[src/rtl/fifo_wr_arbiter.sv]
// Round-robin, packet-locked arbiter sharing the async FIFO write port.
// Each written word carries the owner's source ID in its upper bits.
module fifo_wr_arbiter #(
   parameter int NREQ  = 4,
   parameter int DSIZE = 8,
   parameter int IDW   = 2
) (
   input  logic                  wclk,
   input  logic                  wrst,
   input  logic [NREQ-1:0]       req_valid,
   input  logic [NREQ-1:0]       req_last,
   input  logic [NREQ*DSIZE-1:0] req_data,
   output logic [NREQ-1:0]       req_ready,
   input  logic                  wfull,
   output logic                  winc,
   output logic [IDW+DSIZE-1:0]  wdata,
   output logic [IDW-1:0]        grant_id,
   output logic                  busy
);

   localparam int IW = IDW + 1;

   typedef enum logic {IDLE, LOCK} state_t;

   state_t           state;
   logic [IDW-1:0]   rr_ptr;
   logic             found;
   logic [IDW-1:0]   winner;
   logic [IW-1:0]    idx;
   logic [NREQ-1:0]  own_sel;
   logic             own_valid;
   logic             own_last;
   logic [DSIZE-1:0] own_data;
   logic             lock_open;
   logic [IDW-1:0]   next_ptr;

   // search rr_ptr, rr_ptr+1, ... wrapping at NREQ
   always_comb begin
      found  = 1'b0;
      winner = '0;
      idx    = '0;
      for (int k = 0; k < NREQ; k++) begin
         idx = {1'b0, rr_ptr} + IW'(k);
         if (idx >= IW'(NREQ))
            idx = idx - IW'(NREQ);
         if (!found && |(req_valid & (NREQ'(1) << idx))) begin
            found  = 1'b1;
            winner = idx[IDW-1:0];
         end
      end
   end

   // owner mux by compare so non-owner lanes never reach wdata
   always_comb begin
      own_sel   = '0;
      own_valid = 1'b0;
      own_last  = 1'b0;
      own_data  = '0;
      for (int i = 0; i < NREQ; i++) begin
         if (grant_id == IDW'(i)) begin
            own_sel[i] = 1'b1;
            own_valid  = req_valid[i];
            own_last   = req_last[i];
            own_data   = req_data[i*DSIZE +: DSIZE];
         end
      end
   end

   always_comb begin
      lock_open = (state == LOCK) && !wfull && !wrst;
      req_ready = lock_open ? own_sel : '0;
      winc      = lock_open && own_valid;
      wdata     = winc ? {grant_id, own_data} : '0;
      next_ptr  = (grant_id == IDW'(NREQ-1)) ? '0
                                             : grant_id + IDW'(1);
   end

   always_ff @(posedge wclk) begin
      if (wrst) begin
         state    <= IDLE;
         rr_ptr   <= '0;
         grant_id <= '0;
         busy     <= 1'b0;
      end else begin
         unique case (state)
            IDLE: begin
               if (found) begin
                  grant_id <= winner;
                  busy     <= 1'b1;
                  state    <= LOCK;
               end
            end
            LOCK: begin
               if (winc && own_last) begin
                  rr_ptr <= next_ptr;
                  busy   <= 1'b0;
                  state  <= IDLE;
               end
            end
            default: state <= IDLE;
         endcase
      end
   end

endmodule
[config.mk]
export PLATFORM = sky130hd
export DESIGN_NAME = fifo_wr_arbiter
export DESIGN_NICKNAME = d
export VERILOG_FILES = /design/src/rtl/fifo_wr_arbiter.sv
export SDC_FILE = /design/constraint.sdc
export NUM_CORES = 1
export LEC_CHECK = 0
export BUFFER_PORTS_ARGS = -buffer_cell sky130_fd_sc_hd__buf_2
export CAP_MARGIN = 5
export CORE_ASPECT_RATIO = 0.6
export CORE_MARGIN = 4
export CORE_UTILIZATION = 41
export DETAILED_ROUTE_END_ITERATION = 10
export GPL_TIMING_DRIVEN = 0
export PLACE_DENSITY_LB_ADDON = 0.2
export SYNTH_ARGS = -nofsm -noshare
export SYNTH_HDL_FRONTEND = slang
export SYNTH_SLANG_ARGS = --single-unit
[constraint.sdc]
create_clock -name wclk -period 2.3 [get_ports wclk]
set_clock_uncertainty 0.1 [all_clocks]
set_input_delay 0.115 -clock wclk [delete_from_list [all_inputs] [get_ports wclk]]
set_output_delay 0.115 -clock wclk [all_outputs]
set_load 0.05 [all_outputs]
Yosys cells after proc, flatten, opt, wreduce, memory -nomap -nowiden. Index checks and enable logic that the tools add are counted.

Bits in registers: 6. Input port bits: 43. Output and inout port bits: 18. Word-level logic and storage cells: 87.

Add/sub/neg operators: 8. Order comparisons: 4. Equality and inequality tests: 5. Shifts and indexed selects: 4. Multiplexer cells: 37. Bitwise logic cells: 5. Reductions and logical operators: 20.

Operator list (number): two-way mux 8 bit (4); two-way mux 1 bit (20); AND 4 bit (4); OR reduction 4 bit (4); left shift 1 x 3 -> 4 bit (first input constant) (4); two-way mux 3 bit (4); two-way mux 10 bit (1); two-way mux 2 bit (5); greater-or-equal comparator 3 bit (second input constant) (3); subtractor 3 bit (second input constant) (3); logical AND 1 bit (7); adder 2 x 2 -> 3 bit (second input constant) (2); AND reduction 2 bit (3); logical NOT 1 bit (5); == test 2 bit (second input constant) (2); two-way mux 4 bit (1); one-hot mux 1 bit (2 select lines) (2); adder 2 x 1 -> 3 bit (second input constant) (1); greater-or-equal comparator 2 x 3 -> 1 bit (second input constant) (1); subtractor 2 x 3 -> 3 bit (second input constant) (1); adder 2 x 1 -> 2 bit (second input constant) (1); == test 2 x 1 -> 1 bit (second input constant) (1); logical NOT 2 bit (1); inequality test 2 x 1 -> 1 bit (second input constant) (1); 2 further kinds (2).

Depth between registers and ports, before layout.
Depth in word-level cells: 17. Gate-level depth with buffers: 8. Mapped depth without buffers: 7.

Worst setup path before layout. No wires, ideal clock.

Path kind: register -> output. From: register grant_id[1]. To: output port wdata[3]. Arrival: 2.543 ns. Data required time: 2.085 ns. Setup slack: -0.458 ns. Cell stages (with the launch flop): 7. Cells stage by stage: dfxtp_1 ha_1 clkbuf_1 clkbuf_1 nor2_1 a211o_1 a21oi_1.

Word-level cells in the longest chain between the ends: 7.

Ends and longest elaborated chain: start: declaration (line 17) `output logic [IDW-1:0] grant_id,`; start signal: assignment (line 88) `grant_id <= winner;`; logical NOT 2 bit (line 60) `if (grant_id == IDW'(i)) begin`; two-way mux 1 bit (4 in a row) (line 60); logical AND 1 bit (line 72) `winc = lock_open && own_valid;`; two-way mux 10 bit * (line 73) `wdata = winc ? {grant_id, own_data} : '0;`; end: declaration (line 16) `output logic [IDW+DSIZE-1:0] wdata,`.

Mark *: on every way between the ends. The rest lies on a longest branch, timed or not.

Worst setup path after layout.
From: register grant_id[0]. To: output port wdata[1].

Same word-level chain as after synthesis.

==> results.py <==
metrics = {
    "yosys": {
        "synth_top_family_by_area": "compound AO/OA/AOI/OAI gates",
        "muxShareOfSynthArea_pct": 0,
        "synthesis.area_sq_um": 896,
        "ys_warn_count": 0,
        "yosysSeqAreaShare_pct": 13.4,
        "synthXorXnorAreaFrac_pct": 0,
        "synth_compound_area_share_pct": 39.0,
        "synth-adder-area-share_pct": 11.2,
        "syn-num-nets": 176,
        "synth_simple_gate_area_share_pct": 28.4,
        "synth_edf_count": 0,
        "syn_inst": 125,
        "ys.flop_type": "dfxtp_1",
        "synth.distinct_cells": 34,
        "async_reset_ff_share_pct": 0,
        "ys_ff_latch": 6,
        "syn_avg_cell_area_sq_um": 7.17,
    },
    "grt": {
        "grt_max_degree": 11,
        "use_met3_pct": 5.33,
        "overflow": 0,
        "antenna_found_initial": 0,
        "grt.total_usage_pct": 24.7,
        "met2_usage_pct": 39.3,
        "grt_pass1_wl_mm": 5.61,
        "top_usage_layer": "met2",
        "grt_pass1_vias": 1238,
        "gr-usage-met1_pct": 33.3,
    },
    "pwr": {
        "p_int_mw": 0.313,
        "clock_power_share_pct": 19.4,
        "p_per_area_nw_per_um2": 353,
        "p_sw_mw": 0.229,
        "netSwitchingFraction_pct": 42.3,
        "leakagePower_nw": 0.721,
        "ir_drop_mv": 0.399,
        "combPwrFrac_pct": 58.8,
        "seq_power_share_pct": 21.8,
    },
    "clock_network": {
        "numClockSinks": 6,
        "clock_latency_ps": 250,
        "htree_levels": 1,
        "cts_buffers": 3,
        "clock-root-buffer": "clkbuf_4",
        "cts_tree": "done",
        "clockBufferDepth": 2,
        "hold_buffers": 0,
        "cts.clk_slew.worst_paths_ps": 50,
    },
    "place": {
        "hpwlAfterDp_mm": 2.73,
        "post-place-ws_ps": -198,
        "numPortBuffers": 60,
        "place_congestion": 0.794,
    },
    "run": {
        "cap_violations": 0,
    },
    "floorplan": {
        "start_util_pct": 45.9,
        "coreArea_sq_um": 1950,
        "rows": 12,
        "io_pins": 61,
        "die-area_sq_um": 3020,
        "die_x_um": 68.3,
        "fp.dieH_um": 44.2,
    },
    "sta": {
        "period_needed_ps": 2340,
        "setup_viol": 1,
        "max-slew-margin-rel_pct": 76.1,
        "finalCritPeriodShare_pct": 102,
        "fmaxAchievable_mhz": 428,
        "whs_ps": 51.2,
        "report.final.slew_viol_count": 0,
        "layout_setup_ws_ps": -38.4,
        "hold_violations": 0,
        "worst_pin_slew_ps": 359,
        "rsz0062_at_grt": "true",
    },
    "run_status": {
        "status": "complete, but fails checks",
        "violations": "setup timing",
    },
    "route": {
        "dr.first_iter.drc_count": 174,
        "drtPass1Iterations": 4,
        "detail-route-antenna-nets": 0,
        "drc": 0,
        "vias_per_cell": 6.13,
        "num_vias": 1372,
        "wire_per_inst_um": 18.3,
        "routed_wl_mm": 4.10,
    },
    "critical_path": {
        "critPathArrivalTime_ps": 2120,
        "critPathRequiredTime_ps": 2090,
        "critPathKind": "reg2out",
        "end_kind": "output port",
        "crit_path_start_kind": "flip-flop",
        "critical_path.max_fanout": 10,
    },
    "layout": {
        "diodes": 0,
        "utilization_pct": 78.6,
        "syn_to_final_growth_pct": 71.2,
        "drive_above_1_share_pct": 53.6,
        "layout.nets": 248,
        "fill_cells": 131,
    },
    "worst_hold_path": {
        "hp-class": "in2reg",
    },
}
logic make-up after synthesis:
| family | count (synthesis) |
|---|---|
| adder cells (fa/ha/maj) | 8 |
| AND/OR/NAND/NOR | 48 |
| AO/OA/AOI/OAI | 46 |
| flip-flops | 6 |
| buffers and inverters | 17 |
Yosys cell counts, types with 2 or more instances:
cell type,n,area share [%]
nor2_1,13,5.4
a21oi_1,12,6.7
a221oi_1,10,9.8
inv_1,9,3.8
ha_1,8,11
nor2b_1,8,5.6
nor3_1,8,4.5
and2_1,6,4.2
dfxtp_1,6,13
clkbuf_1,5,2.1
nand2_1,5,2.1
a22o_1,4,3.9
o21ai_0,4,2.2
o21ai_1,3,1.7
a221o_1,2,2.2
a221oi_2,2,3.4
a22oi_1,2,1.7
and3_1,2,1.4
final cells by class:
type | instances | area [sq um] | share of cell area, %
Inverter | 10 | 42.5 | 2.77
Clock buffer | 4 | 26.3 | 1.71
Sequential cell | 6 | 128 | 8.32
Timing Repair Buffer | 69 | 444 | 29.0
Buffer | 5 | 30.0 | 1.96
Multi-Input combinational cell | 102 | 828 | 54.0
Tap cell | 28 | 35.0 | 2.28
layer usage:
metal,routed length [um],up-vias
met3,419,14
met2,1980,110
li1,-,613
met1,1610,635
met5,0,-
met4,97,0
flip-flops by register name, indices dropped and copies added, names as in the netlist:
signal,flops
grant_id,2
rr_ptr,2
busy,1
state,1
layout by cell type (no fill, tap or decap), types with 2 or more instances in the layout:
cell type	count
dfxtp_1	4
buf_6	13
nor3_1	8
buf_2	52
a221oi_2	6
a221o_1	2
a21oi_1	10
and3_1	2
o21ai_1	3
nor2_1	4
a221oi_1	5
and2_1	6
dfxtp_4	2
a22o_1	4
nor2_2	9
a22oi_1	2
buf_4	7
nand2_1	5
o21ai_0	4
inv_1	7
ha_1	6
inv_2	2
ha_4	2
clkbuf_4	5
nor2b_1	8
path summary, 6_finish.rpt:
kind	to	cells past startpoint	slack, ps	from
worst max-delay path	wdata[1]	9	-40	grant_id[0]
worst min-delay path	rr_ptr[1]	2	50	wrst
worst max register to register	grant_id[1]	7	100	rr_ptr[0]
worst min register to register	busy	2	390	busy
power groups by stage:
stage,logic (mW),registers [mW],clock network (mW)
floorplan,0.155,0.132,0
global placement,0.242,0.118,0
detailed placement,0.251,0.118,0
CTS,0.277,0.117,0.109
global route,0.342,0.119,0.119
finish,0.319,0.118,0.105
critical path, stage by stage, from the launching register on:
cell and delay [ps]:
dfxtp_4 390, inv_6 50, ha_1 230, buf_4 190, clkbuf_4 200, a221oi_1 320, nor3_1 100, a21oi_1 160
nor2_2 60, buf_6 150
through the flow:
stage | TNS, ps | total power, mW | cells | cell area (sq um)
after CTS | 0 | 0.503 | 223 | 1460
after global routing | -338 | 0.579 | 224 | 1530
after floorplan | 0 | 0.288 | 125 | 932
after global placement | -1700 | 0.360 | 213 | 1270
after detailed placement | -1990 | 0.370 | 213 | 1270
final | -38.4 | 0.542 | 224 | 1530
repair_timing:
action                     in CTS  in global routing
pin swaps                       3                  2
setup buffers                   6                  3
setup endpoints to repair      14                 16
cloned                          1                  0
resized for setup              36                 24
Note: power is estimated with default switching activity, not from simulation.
